**config.mk**
```make
export PLATFORM = sky130hd
export DESIGN_NAME = fpu_spi_sched
export DESIGN_NICKNAME = d
export VERILOG_FILES = /design/src/rtl/fpu_spi_sched.sv
export SDC_FILE = /design/constraint.sdc
export NUM_CORES = 1
export LEC_CHECK = 0
export CAP_MARGIN = 15
export CORE_MARGIN = 3
export CORE_UTILIZATION = 25
export DETAILED_ROUTE_END_ITERATION = 7
export RECOVER_POWER = 100
export SLEW_MARGIN = 20
export SYNTH_ARGS = -nofsm -noshare
export SYNTH_HDL_FRONTEND = slang
export SYNTH_SLANG_ARGS = --single-unit
```
**constraint.sdc**
```tcl
create_clock -name SCLK -period 28.8 [get_ports SCLK]
set_input_delay 2.88 -clock SCLK [delete_from_list [all_inputs] [get_ports SCLK]]
set_output_delay 2.88 -clock SCLK [all_outputs]
set_load 0.02 [all_outputs]
```
**src/rtl/fpu_spi_sched.sv**
```systemverilog
// SCLK-domain SPI command scheduler for the FPU core: deserializes 66-bit
// command frames into a FIFO and returns buffered core results on MISO.
module fpu_spi_sched #(
   parameter int CMD_DEPTH = 4,
   parameter int RES_DEPTH = 2
) (
   input  logic                       SCLK,
   input  logic                       rst,
   input  logic                       cs_n,
   input  logic                       mosi,
   output logic                       miso,
   output logic                       cmd_valid,
   output logic [1:0]                 cmd_op,
   output logic [31:0]                cmd_a,
   output logic [31:0]                cmd_b,
   input  logic                       cmd_ready,
   input  logic                       res_valid,
   input  logic [31:0]                res_data,
   input  logic                       res_err,
   output logic                       res_ready,
   output logic [$clog2(CMD_DEPTH):0] cmd_count,
   output logic                       overflow
);
   localparam int CW = $clog2(CMD_DEPTH);
   localparam int RW = $clog2(RES_DEPTH);
   localparam logic [CW:0] CMD_FULL  = (CW+1)'(CMD_DEPTH);
   localparam logic [RW:0] RES_FULL  = (RW+1)'(RES_DEPTH);
   localparam logic [6:0]  LAST_BIT  = 7'd65;
   localparam logic [6:0]  RESP_LAST = 7'd34;
   localparam logic [6:0]  RESP_LEN  = 7'd35;

   logic [6:0]    bit_cnt_r;
   logic [64:0]   rx_shift_r;

   logic [65:0]   cmd_mem_r [CMD_DEPTH];
   logic [CW-1:0] cmd_wr_ptr_r;
   logic [CW-1:0] cmd_rd_ptr_r;
   logic [CW:0]   cmd_count_r;
   logic [CW:0]   cmd_count_nxt_s;
   logic          cmd_valid_r;

   logic [32:0]   res_mem_r [RES_DEPTH];
   logic [RW-1:0] res_wr_ptr_r;
   logic [RW-1:0] res_rd_ptr_r;
   logic [RW:0]   res_count_r;
   logic [RW:0]   res_count_nxt_s;
   logic          res_ready_r;

   logic [34:0]   tx_shift_r;
   logic          tx_present_r;
   logic          tx_ovf_r;
   logic          overflow_r;
   logic          overflow_nxt_s;

   logic          frame_done_s;
   logic          cmd_full_s;
   logic          cmd_pop_s;
   logic          cmd_push_s;
   logic          drop_s;
   logic [65:0]   frame_word_s;
   logic [65:0]   cmd_head_s;
   logic          res_empty_s;
   logic          res_push_s;
   logic          res_pop_s;
   logic [32:0]   res_head_s;
   logic          commit_s;
   logic          tx_load_s;
   logic [34:0]   response_s;

   assign frame_done_s = ~cs_n & (bit_cnt_r == LAST_BIT);
   assign frame_word_s = {rx_shift_r, mosi};
   assign cmd_full_s   = (cmd_count_r == CMD_FULL);
   assign cmd_pop_s    = cmd_valid_r & cmd_ready;
   // A pop on the completion edge frees the slot the new frame needs.
   assign cmd_push_s   = frame_done_s & (~cmd_full_s | cmd_pop_s);
   assign drop_s       = frame_done_s & cmd_full_s & ~cmd_pop_s;
   assign cmd_head_s   = cmd_mem_r[cmd_rd_ptr_r];

   assign res_empty_s  = (res_count_r == (RW+1)'(0));
   assign res_push_s   = res_valid & res_ready_r;
   assign res_head_s   = res_empty_s ? 33'd0 : res_mem_r[res_rd_ptr_r];
   assign commit_s     = ~cs_n & (bit_cnt_r == RESP_LAST);
   assign res_pop_s    = commit_s & tx_present_r;
   assign tx_load_s    = cs_n | (bit_cnt_r == LAST_BIT);
   assign response_s   = {~res_empty_s, overflow_r, res_head_s};

   assign miso      = tx_shift_r[34];
   assign cmd_valid = cmd_valid_r;
   assign cmd_op    = cmd_head_s[65:64];
   assign cmd_a     = cmd_head_s[63:32];
   assign cmd_b     = cmd_head_s[31:0];
   assign res_ready = res_ready_r;
   assign cmd_count = cmd_count_r;
   assign overflow  = overflow_r;

   // Occupancy and sticky-overflow next-state
   always_comb begin
      cmd_count_nxt_s = cmd_count_r;
      res_count_nxt_s = res_count_r;
      overflow_nxt_s  = overflow_r;
      case ({cmd_push_s, cmd_pop_s})
         2'b10:   cmd_count_nxt_s = cmd_count_r + (CW+1)'(1);
         2'b01:   cmd_count_nxt_s = cmd_count_r - (CW+1)'(1);
         default: cmd_count_nxt_s = cmd_count_r;
      endcase
      case ({res_push_s, res_pop_s})
         2'b10:   res_count_nxt_s = res_count_r + (RW+1)'(1);
         2'b01:   res_count_nxt_s = res_count_r - (RW+1)'(1);
         default: res_count_nxt_s = res_count_r;
      endcase
      // A fresh drop outranks the clear from a delivered ovf bit.
      if (drop_s) begin
         overflow_nxt_s = 1'b1;
      end else if (commit_s && tx_ovf_r) begin
         overflow_nxt_s = 1'b0;
      end else begin
         overflow_nxt_s = overflow_r;
      end
   end

   // Frame deserializer and bit counter
   always_ff @(posedge SCLK or posedge rst) begin
      if (rst) begin
         bit_cnt_r  <= 7'd0;
         rx_shift_r <= 65'd0;
      end else if (cs_n) begin
         bit_cnt_r  <= 7'd0;
      end else begin
         rx_shift_r <= {rx_shift_r[63:0], mosi};
         bit_cnt_r  <= (bit_cnt_r == LAST_BIT) ? 7'd0 : bit_cnt_r + 7'd1;
      end
   end

   // Command FIFO
   always_ff @(posedge SCLK or posedge rst) begin
      if (rst) begin
         for (int i = 0; i < CMD_DEPTH; i++) cmd_mem_r[i] <= 66'd0;
         cmd_wr_ptr_r <= CW'(0);
         cmd_rd_ptr_r <= CW'(0);
         cmd_count_r  <= (CW+1)'(0);
         cmd_valid_r  <= 1'b0;
      end else begin
         if (cmd_push_s) begin
            cmd_mem_r[cmd_wr_ptr_r] <= frame_word_s;
            cmd_wr_ptr_r            <= cmd_wr_ptr_r + CW'(1);
         end
         if (cmd_pop_s) cmd_rd_ptr_r <= cmd_rd_ptr_r + CW'(1);
         cmd_count_r <= cmd_count_nxt_s;
         cmd_valid_r <= (cmd_count_nxt_s != (CW+1)'(0));
      end
   end

   // Result FIFO
   always_ff @(posedge SCLK or posedge rst) begin
      if (rst) begin
         for (int i = 0; i < RES_DEPTH; i++) res_mem_r[i] <= 33'd0;
         res_wr_ptr_r <= RW'(0);
         res_rd_ptr_r <= RW'(0);
         res_count_r  <= (RW+1)'(0);
         res_ready_r  <= 1'b1;
      end else begin
         if (res_push_s) begin
            res_mem_r[res_wr_ptr_r] <= {res_err, res_data};
            res_wr_ptr_r            <= res_wr_ptr_r + RW'(1);
         end
         if (res_pop_s) res_rd_ptr_r <= res_rd_ptr_r + RW'(1);
         res_count_r <= res_count_nxt_s;
         res_ready_r <= (res_count_nxt_s != RES_FULL);
      end
   end

   // Response shifter; remembers the loaded present/ovf bits for the commit edge
   always_ff @(posedge SCLK or posedge rst) begin
      if (rst) begin
         tx_shift_r   <= 35'd0;
         tx_present_r <= 1'b0;
         tx_ovf_r     <= 1'b0;
         overflow_r   <= 1'b0;
      end else begin
         overflow_r <= overflow_nxt_s;
         if (tx_load_s) begin
            tx_shift_r   <= response_s;
            tx_present_r <= response_s[34];
            tx_ovf_r     <= response_s[33];
         end else if (bit_cnt_r < RESP_LEN) begin
            tx_shift_r   <= {tx_shift_r[33:0], 1'b0};
         end
      end
   end

endmodule

```
Word level (Yosys, flattened, before mapping)
Index checks and enable logic that the tools add are counted.

$add $sub $neg: 9. Order comparisons: 7. Equal/unequal tests: 8. Multiplexer cells: 21. Bitwise gates (word level): 18. Reduce and logical (&&, ||, !) cells: 7.

Operators with widths (count): bitwise mux 264 bit (1); 2-to-1 mux 66 bit (3); 2-to-1 mux 33 bit (5); binary-select mux 66 bit (select 2 bit) (1); demux 66 bit (select 2 bit) (1); 2-to-1 mux 35 bit (2); bitwise mux 66 bit (1); demux 33 bit (select 1 bit) (1); 2-to-1 mux 7 bit (2); bitwise AND 1 bit (8); adder 7 x 1 -> 7 bit (second input constant) (1); == test 7 x 6 -> 1 bit (second input constant) (1); == test 7 bit (second input constant) (1); < comparator 7 x 6 -> 1 bit (second input constant) (1); adder 2 x 1 -> 2 bit (second input constant) (3); >= comparator 3 bit (second input constant) (2); inverter 2 -> 3 bit (2); case mux 3 bit (2 select lines) (1); == test 2 x 1 -> 1 bit (second input constant) (2); == test 2 bit (second input constant) (2); >= comparator 2 bit (second input constant) (2); inverter 1 bit (4); inverter 1 -> 2 bit (2); case mux 2 bit (2 select lines) (1); 14 further kinds (20).

Bits in registers: 453. Input bits: 39. Output and inout bits: 73.

Logic depth before layout (Yosys ltp)
Gate-level depths: netlist (run 1).

Depth in word-level cells: 7. Gate-level depth with buffers: 10. Mapped depth without buffers: 10.

Worst setup path before layout (run 1)
No wires, ideal clock.

Path kind: input to register. Start: input port cs_n. End: register cmd_valid_r (netlist: cmd_valid). Library setup time: 127 ps. Arrival time: 4468 ps. Data required time: 28673 ps. Slack: 24205 ps. Stages on the path: 9. Buffers on the path: 1. Cell sequence: buf_2 and4bb_1 and2_1 nor2_1 fa_1 nor2_1 o2bb2ai_1 xor2_1 or2_2.

Cells in the longest elaborated chain, start to end: 6. Elaborated cells between the ends (all ways): 7. Those cells by class: eq/ne (2); mux (1); bitwise (3); reduce/logical (1).

Ends and longest elaborated chain: start: declaration (line 9) `input logic cs_n,`; inverter 1 bit * (line 70) `assign frame_done_s = ~cs_n & (bit_cnt_r == LAST_BIT);`; bitwise AND 1 bit * (line 70); bitwise AND 1 bit * (line 75) `assign cmd_push_s = frame_done_s & (~cmd_full_s | cmd_pop_s);`; == test 2 x 1 -> 1 bit or == test 2 bit (tied branches) (line 101) `case ({cmd_push_s, cmd_pop_s})`; case mux 3 bit (2 select lines) * (line 101); named net cmd_count_nxt_s[2] (line 39) `logic [CW:0] cmd_count_nxt_s;`; nonzero test 3 bit * (line 149) `cmd_valid_r <= (cmd_count_nxt_s != (CW+1)'(0));`; end signal: assignment (line 149); end: declaration (line 40) `logic cmd_valid_r;`.

Mark *: on every way through the listed nets, which the timed path passes. The rest lies on a longest branch. A chain may end at the register's enable or synchronous reset.

==> results of run 1 <==
worst max path at each step:
stage / from / end / slack (ps) / depth (start not counted)
floorplan: rst / bit_cnt_r[0] / 13290 / 1
global route: rst / cmd_mem_r[188] / 12770 / 4
global placement: rst / cmd_mem_r[121] / 22620 / 4
CTS: cmd_rd_ptr_r[0] / cmd_b[30] / 22080 / 3
detailed placement: rst / cmd_mem_r[121] / 22460 / 4
finish: rst / cmd_mem_r[254] / 15140 / 4
routing by layer:
metal | up-vias | track usage | share of wire
li1 | 4760 | - | -
met1 | 5641 | 0.1443 | 0.46
met2 | 150 | 0.1701 | 0.47
met3 | 69 | 0.02407 | 0.046
met4 | 2 | 0.02584 | 0.020
met5 | - | 0 | 0.00025
state kept, by name, indices dropped and copies added, names as in the netlist, 2 cells and up:
name,count
cmd_mem_r,264
res_mem_r,66
rx_shift_r,65
tx_shift_r,35
bit_cnt_r,7
cmd_count,3
cmd_rd_ptr_r,2
cmd_wr_ptr_r,2
res_count_r,2
cell type report:
type,instances,area (sq um)
diodes,1,2.502
clock buffers,70,1448
clock inverters,18,266.5
fillers,7823,55140
inverters,8,31.28
multi-input cells,715,7526
flip-flops and latches,453,11340
well taps,1040,1301
repair buffers,125,1169
cell families (layout without fill, tap and decap cells):
group,count (synthesis),in the layout
other,0,1
AOI/OAI and AO/OA,78,78
xor gates and xnor gates,14,14
and+or+nand+nor,118,118
muxes,496,496
buffers and inverters,90,221
DFF,453,453
adders and majority gates,9,9
cell usage after synthesis:
cell | instances | area, sq um
dfrtp_1 | 452 | 11310
ha_1 | 8 | 100.1
o21ai_0 | 4 | 20.02
mux2_4 | 160 | 2402
clkbuf_1 | 29 | 108.9
mux4_2 | 66 | 1486
nor4bb_1 | 1 | 10.01
mux2i_1 | 34 | 340.3
or2_2 | 2 | 12.51
a21oi_1 | 66 | 330.3
nor2b_1 | 2 | 12.51
o2bb2ai_1 | 1 | 8.760
fa_1 | 1 | 20.02
buf_2 | 19 | 95.09
buf_4 | 1 | 7.510
xnor2_1 | 6 | 52.55
nor3_4 | 1 | 16.27
and4bb_1 | 1 | 12.51
buf_1 | 13 | 48.80
o32ai_1 | 1 | 8.760
a31oi_1 | 2 | 12.51
nor2_1 | 47 | 176.4
nand2_1 | 15 | 56.30
a211o_1 | 1 | 8.760
a31o_2 | 1 | 8.760
mux2_2 | 236 | 2658
dfstp_2 | 1 | 26.28
o21a_1 | 1 | 7.510
and3_1 | 2 | 12.51
and2_1 | 3 | 18.77
nand2_2 | 4 | 25.02
xor2_1 | 8 | 70.07
inv_1 | 8 | 30.03
a2111o_1 | 1 | 11.26
nand4_1 | 1 | 6.260
or3b_2 | 1 | 8.760
buf_6 | 20 | 225.2
nand3_1 | 6 | 30.03
nor3_1 | 32 | 160.2
where the power goes:
part | total, mW | internal, mW | leakage, nW | switching, mW
logic | 0.280 | 0.151 | 4.01 | 0.129
registers | 0.832 | 0.735 | 6.05 | 0.0964
clock network | 0.661 | 0.396 | 0.831 | 0.264
total | 1.77 | 1.28 | 10.9 | 0.490
per-stage QoR:
stage | power [mW] | setup WS, ps | instance area (sq um)
after floorplan | 1.038 | 13290 | 19960
after global placement | 1.123 | 22620 | 22040
after detailed placement | 1.138 | 22460 | 22040
after CTS | 1.810 | 22080 | 23760
after global routing | 1.868 | 12770 | 23090
final | 1.772 | 15140 | 23090
==> impl_metrics.toml, run 1 <==
[critical_path]
rrSetupSlack_ps = 23280
crit_path_top_delay_cell = "clkbuf_1"
crit_chain = "dlygate4sd3_1 -> clkinvlp_2 -> clkbuf_1 -> clkbuf_1"
end_kind = "async pin"
arrival_ps = 13360
reg2reg_from = "bit_cnt_r[1]"
path_class = "input port to async pin"
critPathTopFamily = "buffers and inverters"
crit_fanout = 123
cp_common_cell = "clkbuf_1"
timing.rr.end = "cmd_mem_r[127]"
crit_path_start_kind = "input port"
crit_path_max_incr_delay_ps = 3380
crit_required_ps = 28500
reg2reg_depth = 8
crit_buf_inv = 4

[final_layout]
finalNonFillerCells = 2430
utilization = 0.2951
layout_common_cells = "dfrtp_1, mux2_2, mux2_1"
syn2layout_area_growth_pct = 15.69
layout.nets = 1402
mostFrequentLayoutCell = "dfrtp_1"
drive_gt1_frac = 0.2858

[cts]
cts_tree = "yes"
post_cts_buffers = 0
htreeDepth = 2
cts-buffers-inserted = 51
clk_latency_ps = 600
clk_pin_slew_worst_paths_ps = 60
cts_resized = 0
cts_sinks = 453
holdBufCountCts = 0
clock_path_buffers = 3
clockRootBuffer = "clkbuf_16"

[placement]
dp.cells = 2341
port_buffers = 111
dpl.hpwl_mm = 26.10
gp_congestion = 0.7354

[floorplan]
core_sq_um = 78230
ios = 112
die_area_sq_um = 83250
die_w_um = 288.5
fp-row-count = 102
initial_core_util = 0.2551
die_h_um = 288.5

[grt]
overflow = 0
track_usage = 0.1056
grt_pass1_vias = 11525
grt_pass1_wl_mm = 69.45
grt_max_degree = 124
antenna_found_initial = 1

[synthesis]
synth_top_family_by_area = "multiplexers"
synth-seq-area-share = 0.5681
yosysWarningCount = 0
synth_seq_cells = 453
yosys.area_share.adder = 0.006019
synth_cells = 1258
synthXorXnorAreaFrac = 0.006144
synth-simple-area-share = 0.02796
syn_area_sq_um = 19960
synth_cell_types = 39
syn_area_per_cell_sq_um = 15.86
synth_mux_area_frac = 0.3451
synth-compound-area-share = 0.02088
synth_nets = 1306

[sta]
fin_worst_skew_ps = 40.51
fin_hold_ws_ps = 486.0
finalHoldViolCount = 0
slew_headroom = -2.863
period_share = 0.4743
grt_setup_unrepaired = "no"
layout_min_cycle_time_ps = 13660
fmax_mhz = 73.20
drv_slew = 959
tightest_slew_ps = 5762
tns_ps = 0
setup_violations = 0

[routing]
dr.pass1.iters = 5
via_count = 10622
wl_mm = 43.50
routed_via_density = 4.371
ant_nets = 0
drtIter0Drc = 469
wl_per_cell_um = 17.90
drcViolationCount = 0

[outcome]
failed_checks = "max-capacitance violations, max-slew violations"
status = "finished with violations"

[power]
leakage_nw = 10.89
vdd_drop_max_mv = 0.06399
p_per_area_nw_per_um2 = 76.76

[min_path]
hold_start = "tx_present_r"
whs_endpoint = "tx_present_r"
holdPathStages = 1
hold_class = "register to register"

[run]
drv_cap = 18
Power figures use the tool's default switching activity.
==> run 2, diff against run 1 <==
clock period = 12.8 ns   (was 28.8 ns; I/O delays follow)
==> impl_metrics.toml, run 2 (synthesized netlist as in run 1, its figures left out) <==
[cts]
clock_path_buffers = 3
cts_sinks = 453
cts_tree = "yes"
post_cts_buffers = 0
clk_pin_slew_worst_paths_ps = 60
holdBufCountCts = 0
htreeDepth = 2
clockRootBuffer = "clkbuf_16"
cts-buffers-inserted = 50
clk_latency_ps = 590
cts_resized = 0

[floorplan]
die_area_sq_um = 83250
ios = 112
die_w_um = 288.5
fp-row-count = 102
die_h_um = 288.5
initial_core_util = 0.2551
core_sq_um = 78230

[placement]
placed_area_sq_um = 22040
dp.cells = 2341
port_buffers = 111
dpl.hpwl_mm = 25.73
gp_congestion = 0.7023

[routing]
drtIter0Drc = 484
ant_nets = 0
dr.pass1.iters = 4
wl_mm = 42.89
drcViolationCount = 0
via_count = 10567
routed_via_density = 4.336
wl_per_cell_um = 17.60

[grt]
grt_pass1_wl_mm = 68.74
top_usage_layer = "met2"
antenna_found_initial = 5
met1_usage = 0.1456
overflow = 0
track_usage = 0.1045
grt_pass1_vias = 11509
grt_util_met3 = 0.02068
grt_util_met2 = 0.1684
grt_max_degree = 87

[sta]
slew_headroom = -2.068
finalHoldViolCount = 0
fin_worst_skew_ps = 49.49
tns_ps = 0
fmax_mhz = 129.3
period_share = 0.6044
setup_violations = 0
fin_hold_ws_ps = 485.5
drv_slew = 697
grt_setup_unrepaired = "no"
layout_min_cycle_time_ps = 7736
tightest_slew_ps = 4602

[critical_path]
arrival_ps = 6460
timing.rr.end = "cmd_mem_r[263]"
crit_fanout = 37
rrSetupSlack_ps = 7280
path_class = "register to output port"
reg2reg_depth = 7
crit_path_start_kind = "register"
reg2reg_from = "bit_cnt_r[0]"
crit_required_ps = 11520
end_kind = "output port"

[final_layout]
n_fill_cell = 7864
fin_area_sq_um = 23100
largest-register = "cmd_mem_r"
layout.nets = 1403
drive_gt1_frac = 0.2860
mostFrequentLayoutCell = "dfrtp_1"
seq_area_sq_um = 11340
syn2layout_area_growth_pct = 15.74
largest_reg_flops = 264
multi_input_area_sq_um = 7535
layout_common_cells = "dfrtp_1, mux2_2, mux2_1"
finalNonFillerCells = 2437
top_regs = "cmd_mem_r (264), res_mem_r (66), rx_shift_r (65)"

[power]
p_per_area_nw_per_um2 = 170.9
leakage_nw = 10.89
power_mw = 3.948
vdd_drop_max_mv = 0.1534

[outcome]
failed_checks = "max-capacitance violations, max-slew violations"
status = "finished with violations"

[min_path]
whs_endpoint = "tx_present_r"
hold_start = "tx_present_r"
hold_class = "register to register"
holdPathStages = 1

[run]
drv_cap = 14
-- run 2: cell count changes in the layout (fill, tap and decap cells not counted), sizes merged --
cell / change
clkbuf: +3
clkinv: +3
buf: +2
bufinv: -1
diode: +1
inv: -1
-- run 2: layout make-up --
type                       count  share of cell area
sequential                   453              0.4911
clock buffer                  73             0.06137
clock inverter                19             0.01094
tap                         1040             0.05634
inverter                       8            0.001354
antenna                        2           0.0002167
multi-input combinational    715              0.3262
timing repair buffer         127             0.05243
-- run 2: worst max path at each step --
stage	start	depth (start not counted)	slack (ps)	to
after floorplan	rst	1	5390	bit_cnt_r[0]
after global placement	cmd_ready	7	8350	cmd_mem_r[65]
after detailed placement	cmd_ready	7	8320	cmd_mem_r[263]
after CTS	cmd_rd_ptr_r[0]	3	7740	cmd_a[29]
after global routing	cmd_rd_ptr_r[0]	3	4300	cmd_a[29]
final	cmd_rd_ptr_r[0]	3	5060	cmd_a[29]
-- run 2: where the power goes --
part           internal, mW  total (mW)  leakage, nW  switching (mW)
logic                 0.345       0.627         4.03           0.281
clock network         0.855        1.45        0.807           0.596
registers              1.65        1.87         6.05           0.217
-- run 2: critical path, cell delays in order (launching register included) --
cell	delay, ps
dfrtp_1	2130
clkbuf_1	2210
mux4_2	810
dlygate4sd3_1	700
-- run 2: stage by stage --
step / setup slack, ps / utilization
after floorplan: 5394 / -
after global placement: 8354 / 0.2818
after detailed placement: 8318 / 0.2818
after CTS: 7738 / 0.3031
after global routing: 4301 / 0.2952
final: 5064 / 0.2953
-- run 2: per-layer routing --
| metal | vias to the layer above | routed length, um |
|---|---|---|
| met1 | 5600 | 20140 |
| met3 | 56 | 1835 |
| li1 | 4758 | - |
| met2 | 153 | 20220 |
| met5 | - | 0 |
| met4 | 0 | 693 |
==> RTL edit, RTL diff (settings of run 2) <==
Compare `bit_cnt_r` against `LAST_BIT` with >= in place of ==.
--- a/src/rtl/fpu_spi_sched.sv
+++ b/src/rtl/fpu_spi_sched.sv
@@ -128,5 +128,5 @@
       end else begin
          rx_shift_r <= {rx_shift_r[63:0], mosi};
-         bit_cnt_r  <= (bit_cnt_r == LAST_BIT) ? 7'd0 : bit_cnt_r + 7'd1;
+         bit_cnt_r  <= (bit_cnt_r >= LAST_BIT) ? 7'd0 : bit_cnt_r + 7'd1;
       end
    end
Function: no difference found for any inputs over 10 cycles, from zero or initial values and one cycle with rst high; that may be too few to reach the edited logic, so the function may still have changed.
==> RTL edit against run 2 <==
The run still ends with capacitance limit, slew limit left; wire length rose by 0.41%; power rose by 2.4%; sequential cell count did not move; clock power rose by 4%; global-route usage fell by 0.12 points; synthesized area rose by 1.3%; worst setup slack got worse by 0.10 ns; cell area rose by 1.4%; highest routed layer is now met5.
==> RTL edit: results <==
export IMPL_synth_top_cells_by_count="452 x dfrtp_1, 239 x mux2_2, 160 x mux2_4"
export IMPL_fin_crit_sh_pct=61.2
export IMPL_syn_num_nets=1289
export IMPL_ir_drop_mv=0.0923
export IMPL_muxShareOfSynthArea_pct=37.5
export IMPL_dr_max_layer_used="met5"
export IMPL_wl_met1_um=19700
export IMPL_cts_buffers_inserted=52
export IMPL_hpwl_um=25300
export IMPL_drive_gt1_share_pct=29.3
export IMPL_placedCellCount=2340
export IMPL_violations="capacitance limit, slew limit"
export IMPL_tightest_slew_ns=4.42
export IMPL_slowest_delay_ns=2.53
export IMPL_gp_congestion=0.676
export IMPL_cp_startpoint="cmd_rd_ptr_r[0]$_DFFE_PP0P_"
export IMPL_track_usage_pct=10.3
export IMPL_dr_first_iter_drc_count=362
export IMPL_maxCapViolCount=16
export IMPL_grt_met2_usage_pct=17.1
export IMPL_placed_area_mm2=0.0224
export IMPL_status="complete, but fails checks"
export IMPL_swShare_pct=27.9
export IMPL_final_max_slew_violation_count=610
export IMPL_wl_met3_um=1750
export IMPL_reg2reg_slack_ns=7.46
export IMPL_wl_met2_um=20700
export IMPL_syn_inst=1240
export IMPL_cp_arrival_ns=6.56
export IMPL_seq_area_frac_synth_pct=56.1
export IMPL_synthTopCellsByArea="dfrtp_1 56%, mux2_2 13%, mux2_4 12%"
## RTL edit: power groups by stage
| stage | logic, uW | registers [uW] | clock network (uW) |
|---|---|---|---|
| final | 670 | 1860 | 1510 |
| after global routing | 749 | 1900 | 1630 |
| after CTS | 690 | 1880 | 1570 |
| after detailed placement | 685 | 1910 | 0 |
| after global placement | 667 | 1890 | 0 |
| after floorplan | 567 | 1800 | 0 |
## RTL edit: area by class of cell
type,instances,area [um^2]
clock inverters,24,295
multi-input cells,671,7660
inverters,42,159
diodes,2,5.00
repair buffers,124,1200
clock buffers,72,1460
flip-flops and latches,453,11300
well taps,1050,1310
fillers,7931,56100
## RTL edit: cells by family (layout without fill, tap and decap cells)
kind of cell	count (synthesis)	in the layout
muxes	565	565
DFF	453	453
buffers and inverters	116	262
and+or+nand+nor	73	73
xor gates and xnor gates	14	14
adders and majority gates	10	10
AOI/OAI and AO/OA	9	9
other	0	2
